[src/rtl/my_hack_pkg.sv]
// rtl/my_hack_pkg.sv - Hack instruction field positions, ALU control struct and comp codes
package my_hack_pkg;

  localparam int I_BIT    = 15;
  localparam int A_BIT    = 12;
  localparam int COMP_LSB = 6;
  localparam int DEST_LSB = 3;
  localparam int JUMP_LSB = 0;

  // Member order matches instruction[11:6] so a plain cast decodes the comp field.
  typedef struct packed {
    logic zx;
    logic nx;
    logic zy;
    logic ny;
    logic f;
    logic no;
  } alu_ctrl_t;

  localparam logic [5:0] COMP_ZERO   = 6'b101010;
  localparam logic [5:0] COMP_D      = 6'b001100;
  localparam logic [5:0] COMP_A      = 6'b110000;
  localparam logic [5:0] COMP_NEG1   = 6'b111010;
  localparam logic [5:0] COMP_APLUS1 = 6'b110111;

  function automatic alu_ctrl_t get_alu_ctrl(input logic [15:0] instr);
    return alu_ctrl_t'(instr[COMP_LSB +: 6]);
  endfunction

endpackage

[src/rtl/my_alu.sv]
// rtl/my_alu.sv - Hack ALU: optional zero/negate of each operand, add or and, optional negate of result
module my_alu
  import my_hack_pkg::*;
(
  input  logic [15:0] x,
  input  logic [15:0] y,
  input  alu_ctrl_t   ctrl,
  output logic [15:0] out,
  output logic        zr,
  output logic        ng
);

  logic [15:0] x_z, x_n, y_z, y_n, res;

  always_comb begin
    x_z = ctrl.zx ? 16'h0000 : x;
    x_n = ctrl.nx ? ~x_z : x_z;
    y_z = ctrl.zy ? 16'h0000 : y;
    y_n = ctrl.ny ? ~y_z : y_z;
    res = ctrl.f ? (x_n + y_n) : (x_n & y_n);
    out = ctrl.no ? ~res : res;
    zr  = (out == 16'h0000);
    ng  = out[15];
  end

endmodule

[src/rtl/my_mux16.sv]
// rtl/my_mux16.sv - 16-bit 2:1 multiplexer, out = sel ? b : a
module my_mux16 (
  input  logic [15:0] a,
  input  logic [15:0] b,
  input  logic        sel,
  output logic [15:0] out
);

  assign out = sel ? b : a;

endmodule

[src/rtl/my_pc.sv]
// rtl/my_pc.sv - 15-bit program counter, priority reset > load > inc, wraps at 0x7FFF
module my_pc #(
  parameter logic [14:0] RESET_PC = 15'd0
) (
  input  logic        clk,
  input  logic        reset,
  input  logic        load,
  input  logic        inc,
  input  logic [14:0] load_val,
  output logic [14:0] pc
);

  logic [14:0] pc_d, pc_q;

  always_comb begin
    pc_d = pc_q;
    if (load)
      pc_d = load_val;
    else if (inc)
      pc_d = pc_q + 15'd1;
  end

  always_ff @(posedge clk) begin
    if (reset)
      pc_q <= RESET_PC;
    else
      pc_q <= pc_d;
  end

  assign pc = pc_q;

endmodule

[src/rtl/my_cpu.sv]
// rtl/my_cpu.sv - single-cycle Hack CPU core: decode, A/D registers, jump logic, ALU control
module my_cpu
  import my_hack_pkg::*;
#(
  parameter logic [14:0] RESET_PC = 15'd0
) (
  input  logic        clk,
  input  logic        reset,
  input  logic [15:0] instruction,
  input  logic [15:0] inM,
  output logic [15:0] outM,
  output logic        writeM,
  output logic [14:0] addressM,
  output logic [14:0] pc
);

  logic [15:0] a_d, a_q, d_d, d_q;
  logic [15:0] y_operand;
  logic        is_c, dest_a, dest_d, dest_m;
  logic        j_lt, j_eq, j_gt;
  logic        zero, neg, pos, jump;
  logic        alu_zr, alu_ng;
  logic        unused_bits;

  assign is_c   = instruction[I_BIT];
  assign dest_a = instruction[DEST_LSB + 2];
  assign dest_d = instruction[DEST_LSB + 1];
  assign dest_m = instruction[DEST_LSB];
  assign j_lt   = instruction[JUMP_LSB + 2];
  assign j_eq   = instruction[JUMP_LSB + 1];
  assign j_gt   = instruction[JUMP_LSB];

  my_mux16 u_y_mux (
    .a   (a_q),
    .b   (inM),
    .sel (instruction[A_BIT]),
    .out (y_operand)
  );

  my_alu u_alu (
    .x    (d_q),
    .y    (y_operand),
    .ctrl (get_alu_ctrl(instruction)),
    .out  (outM),
    .zr   (alu_zr),
    .ng   (alu_ng)
  );

  // Flags come from outM directly so jumps never depend on the ALU's own flag outputs.
  assign zero = (outM == 16'h0000);
  assign neg  = outM[15];
  assign pos  = ~zero & ~neg;
  assign jump = is_c & ((j_lt & neg) | (j_eq & zero) | (j_gt & pos));

  assign writeM   = is_c & dest_m & ~reset;
  assign addressM = a_q[14:0];

  always_comb begin
    a_d = a_q;
    d_d = d_q;
    if (!is_c)
      a_d = instruction;
    else if (dest_a)
      a_d = outM;
    if (is_c && dest_d)
      d_d = outM;
  end

  always_ff @(posedge clk) begin
    if (reset) begin
      a_q <= 16'h0000;
      d_q <= 16'h0000;
    end else begin
      a_q <= a_d;
      d_q <= d_d;
    end
  end

  // Jump target is the pre-update A, even when the same instruction also writes A.
  my_pc #(
    .RESET_PC (RESET_PC)
  ) u_pc (
    .clk      (clk),
    .reset    (reset),
    .load     (jump),
    .inc      (1'b1),
    .load_val (a_q[14:0]),
    .pc       (pc)
  );

  assign unused_bits = ^{alu_zr, alu_ng, instruction[14:13]};

endmodule
[config.mk]
export PLATFORM = sky130hd
export DESIGN_NAME = my_cpu
export DESIGN_NICKNAME = d
export VERILOG_FILES = /design/src/rtl/my_hack_pkg.sv /design/src/rtl/my_alu.sv /design/src/rtl/my_mux16.sv /design/src/rtl/my_pc.sv /design/src/rtl/my_cpu.sv
export SDC_FILE = /design/constraint.sdc
export NUM_CORES = 1
export LEC_CHECK = 0
export CAP_MARGIN = 40
export CORE_AREA = 2 2 117 142
export CTS_BUF_LIST = sky130_fd_sc_hd__clkbuf_4
export CTS_CLUSTER_DIAMETER = 200
export DETAILED_ROUTE_END_ITERATION = 8
export DIE_AREA = 0 0 119 144
export PLACE_DENSITY = 0.48
export RECOVER_POWER = 50
export SYNTH_ARGS = -nofsm -noshare
export SYNTH_HDL_FRONTEND = slang
export SYNTH_SLANG_ARGS = --single-unit
[constraint.sdc]
create_clock -name clk -period 7.28 [get_ports clk]
set_input_delay 1.456 -clock clk [delete_from_list [all_inputs] [get_ports clk]]
set_output_delay 1.456 -clock clk [all_outputs]
set_load 0.05 [all_outputs]
-- After elaboration in Yosys (flattened, before gate mapping)
Index checks and enable logic that the tools add are counted.
- input port bits: 34
- register bits: 47
- logic and storage cells: 37
- $add $sub $neg: 2
- equality and inequality tests: 1
- multiplexer cells: 10
- reductions and logical operators: 3
- bitwise logic cells: 17
- operator list (cell ; count):
    $mux 16 ; 7
    $not 16->16 ; 3
    $mux 15 ; 3
    $add 16x16->16 ; 1
    $and 16x16->16 ; 1
    $logic_not 16->1 ; 1
    $add 15x1->15 const B ; 1
    $and 1x1->1 ; 7
    $not 1->1 ; 4
    $ne 2x2->1 const B ; 1
    $or 1x1->1 ; 2
    $reduce_or 2->1 ; 1
    $logic_and 1x1->1 ; 1

-- Depth between registers and ports, before layout
- depth after elaboration: 15
- mapped depth: 18

-- Hierarchy
Synthesis repeated with hierarchy kept, for this count alone.
- cell total of the unflattened synthesis: 561
- area total of the unflattened synthesis: 4513.1 um^2
- modules (own cells, without submodules) (module ; area an instance (um^2) ; seq. area each (um^2) ; cells an instance ; instances):
    my_alu ; 1930.6 ; 0.0 ; 271 ; 1
    my_cpu ; 1470.2 ; 640.6 ; 168 ; 1
    my_pc ; 863.3 ; 300.3 ; 104 ; 1
    my_mux16 ; 249.0 ; 0.0 ; 18 ; 1

-- Least setup slack after synthesis
Ideal clock, no wire load.
- kind: input to output
- start: in instruction[12]
- end: out outM[14]
- stages: 13
- buffers on the path: 2
- setup slack: 0.696 ns
- arrival: 5.128 ns
- cell sequence: clkbuf_1 -> clkbuf_1 -> mux2i_1 -> nor2_1 -> xor2_1 -> ha_1 -> a21oi_1 -> nand3_1 -> o221ai_1 -> a21oi_1 -> a211oi_1 -> a2111oi_1 -> xnor2_1
- longest elaborated chain between the ends: 8
- RTL lines (item ; line ; text):
    from (decl) ; my_cpu.sv:9 ; input logic [15:0] instruction,
    $mux 16 (*) ; my_mux16.sv:9 ; assign out = sel ? b : a;
    $mux 16 (*) ; my_alu.sv:18 ; y_z = ctrl.zy ? 16'h0000 : y;
    $not 16->16 ; my_alu.sv:19 ; y_n = ctrl.ny ? ~y_z : y_z;
    $mux 16 (*) ; my_alu.sv:19 ;
    $add 16x16->16 / $and 16x16->16 (equally long branches) ; my_alu.sv:20 ; res = ctrl.f ? (x_n + y_n) : (x_n & y_n);
    $mux 16 (*) ; my_alu.sv:20 ;
    $not 16->16 ; my_alu.sv:21 ; out = ctrl.no ? ~res : res;
    $mux 16 (*) ; my_alu.sv:21 ;
    to (decl) ; my_cpu.sv:11 ; output logic [15:0] outM,
Mark *: on every way between the ends. The rest lies on a longest branch, timed or not.

-- Worst setup path in the final report
- start: in instruction[12]
- end: out outM[12]
The elaborated chain is that of the path after synthesis.

==> impl_metrics.ini <==
[min_path]
min_path_type = flop to flop

[placement]
port_buffers = 80
dp_hpwl_mm = 9.709
dp_cells = 803
globalplace.congestion = 0.8308

[critical_path]
cp.required_ps = 5820
worstReg2RegEnd = u_pc.pc[0]
r2r_setup_slack_ps = 2190
cpPeakStageDelay_ps = 720
critPathLaunch = instruction[12]
critPathSlowestCell = xnor2_1
worstPathArrival_ps = 5370
path_max_fanout = 5
start_kind = primary input
worstReg2RegStart = a_q[0]
end_kind = output port
critPathKind = primary input to output port
cp_cell_sequence = dlygate4sd3_1 -> mux2i_1 -> nor2_1 -> xor2_1 -> ha_1 -> inv_1 -> fa_1 -> nand2b_1 -> a21oi_2 -> o221ai_1 -> a2111oi_2 -> a311oi_1 -> xnor2_1 -> buf_12
reg2regPathDepth = 16
endpoint = outM[12]

[synthesis]
ys_async_sr_fraction = 0
yosysWarnings = 0
yosys.area.top_type_share = 0.2158
ys_top_cells_by_area = dfxtp_1 22%, mux2i_1 8.0%, xnor2_1 7.8%
netlist-cell-type-count = 68
synth-main-ff-cell = dfxtp_1
synth_edf_count = 0
yosysMostFrequentCell = nor2_1
synth_cells = 549
synth_top_cell_by_area = dfxtp_1
synth.avg_cell_area_um2 = 7.940
seq_area_frac_synth = 0.2158
syn_area_mm2 = 0.004359
ys_seq_elements = 47
synthTopCellsByCount = 66 x nor2_1, 47 x dfxtp_1, 44 x nand2_1
syn_nets = 601

[routing]
firstDrtPassIters = 4
vias = 3942
routed_via_density = 4.855
first_iter_violations = 223
post-route-drc-count = 0
routed_wl_mm = 12.74
routedWlPerCell_um = 15.69
ant_nets = 0

[job]
drv_cap = 0

[pwr]
leakagePower_nw = 2.212
ir_worst_vdd_mv = 0.06857
pwr_density_cell_mw_per_mm2 = 208.3

[finish]
layout-drive-gt1-share = 0.1052
ff_latch_area_um2 = 940.9
instances_no_fill = 812
fill_cells = 1674
multiInputGateArea_mm2 = 0.003065
area_growth_pct = 23.02
nets = 650

[floorplanning]
die_y_um = 144
die_area_mm2 = 0.01714
start_util = 0.2744
die-width_um = 119
rows = 51
pin_count = 81
core_mm2 = 0.01589

[cts]
numClockSinks = 47
root_buffer = clkbuf_4
tritoncts = done
post_cts_buffers = 0
cts_buffer_depth = 2
ctsHoldBuffers = 0
numCtsBuffers = 5
cts_resized = 0
clk_pin_slew_ps = 150
htree_num_levels = 2
clk_latency_ps = 380

[timing]
max_freq_mhz = 146.5
hold_ws_ps = 466.1
maxSlewHeadroom = 0.4129
post-route-period-util = 0.9379
clock_skew_ps = 9.320
setup_violations = 0
finalMaxSlewViolations = 0
finalSetupTns_ps = 0
grt_setup_unrepaired = no
worstMarginPinSlew_ps = 874.4
hold_violations = 0
min_period_ps = 6828

[grt]
antenna_found_initial = 1
grt_max_degree = 64
grt_use_total = 0.1464
grt_pass1_vias = 3840
grt_pass1_wl_mm = 20.24
grt.overflow.total = 0

[outcome]
status = complete, no violations
[worst min-delay path by stage]
stage / start / end / slack, ps / depth (start not counted)
after floorplan: d_q[0] / d_q[0] / 440 / 2
after global placement: d_q[0] / d_q[0] / 440 / 2
after detailed placement: d_q[12] / d_q[12] / 450 / 2
after CTS: d_q[12] / d_q[12] / 470 / 2
after global routing: d_q[13] / d_q[13] / 490 / 2
final: d_q[13] / d_q[13] / 470 / 2
[stage by stage]
stage	utilization	total power [W]	setup slack [ps]	cell area (um2)
after detailed placement	0.3345	0.0009987	529.8	5315
final	0.3375	0.001117	452.2	5363
after CTS	0.3381	0.001137	548.1	5373
after global routing	0.3375	0.001180	224.0	5363
after floorplan	-	0.0007827	695.6	4359
after global placement	0.3345	0.0009900	582.1	5315
[cells in the final DEF (no fill, tap or decap), types with 20 or more instances in the layout]
master / count
a21oi_1: 32
buf_4: 20
clkdlybuf4s50_1: 35
dfxtp_1: 47
dlygate4sd3_1: 31
mux2i_1: 35
nand2_1: 44
nand2b_1: 20
nor2_1: 66
xnor2_1: 39
xor2_1: 23
[registers in the layout (all words and copies together), names as in the netlist]
| signal | cells |
|---|---|
| d_q | 16 |
| u_pc.pc | 15 |
| a_q | 16 |
[metal layers]
layer,up-vias,part of all wire,GRT usage
li1,1978,-,-
met1,1861,0.46,0.1837
met2,94,0.49,0.2644
met3,9,0.036,0.01696
met4,0,0.016,0.04135
met5,-,0,0
[area by class of cell]
type,count,area share
multi-input cells,430,0.5716
flip-flops and latches,47,0.1755
clock inverters,2,0.002333
diodes,1,0.0004666
clock buffers,6,0.008399
repair buffers,95,0.1790
inverters,19,0.01330
well taps,212,0.04946
[report_power, final]
part	internal (W)	total, W	switching [W]
sequential	0.000282	0.000303	0.0000207
combinational	0.000260	0.000679	0.000419
clock	0.0000412	0.000135	0.0000941
total	0.000583	0.00112	0.000534
[cell families after synthesis]
family                   after synthesis  share of synthesized area
AO/OA/AOI/OAI                         91                     0.1579
XOR/XNOR                              62                     0.1246
adder cells (fa/ha/maj)               18                    0.05339
buffers and inverters                 72                    0.07893
flip-flops                            47                     0.2158
multiplexers                          50                     0.1269
AND/OR/NAND/NOR                      209                     0.2425
[worst max-delay path: cells and delay by family]
kind                       cells  cell delay, ps
and+or+nand+nor                2             310
AOI/OAI and AO/OA              4            1040
xor gates and xnor gates       2             900
muxes                          1             130
adders and majority gates      2             640
buffers and inverters          3             880
(Power assumes the default switching activity.)
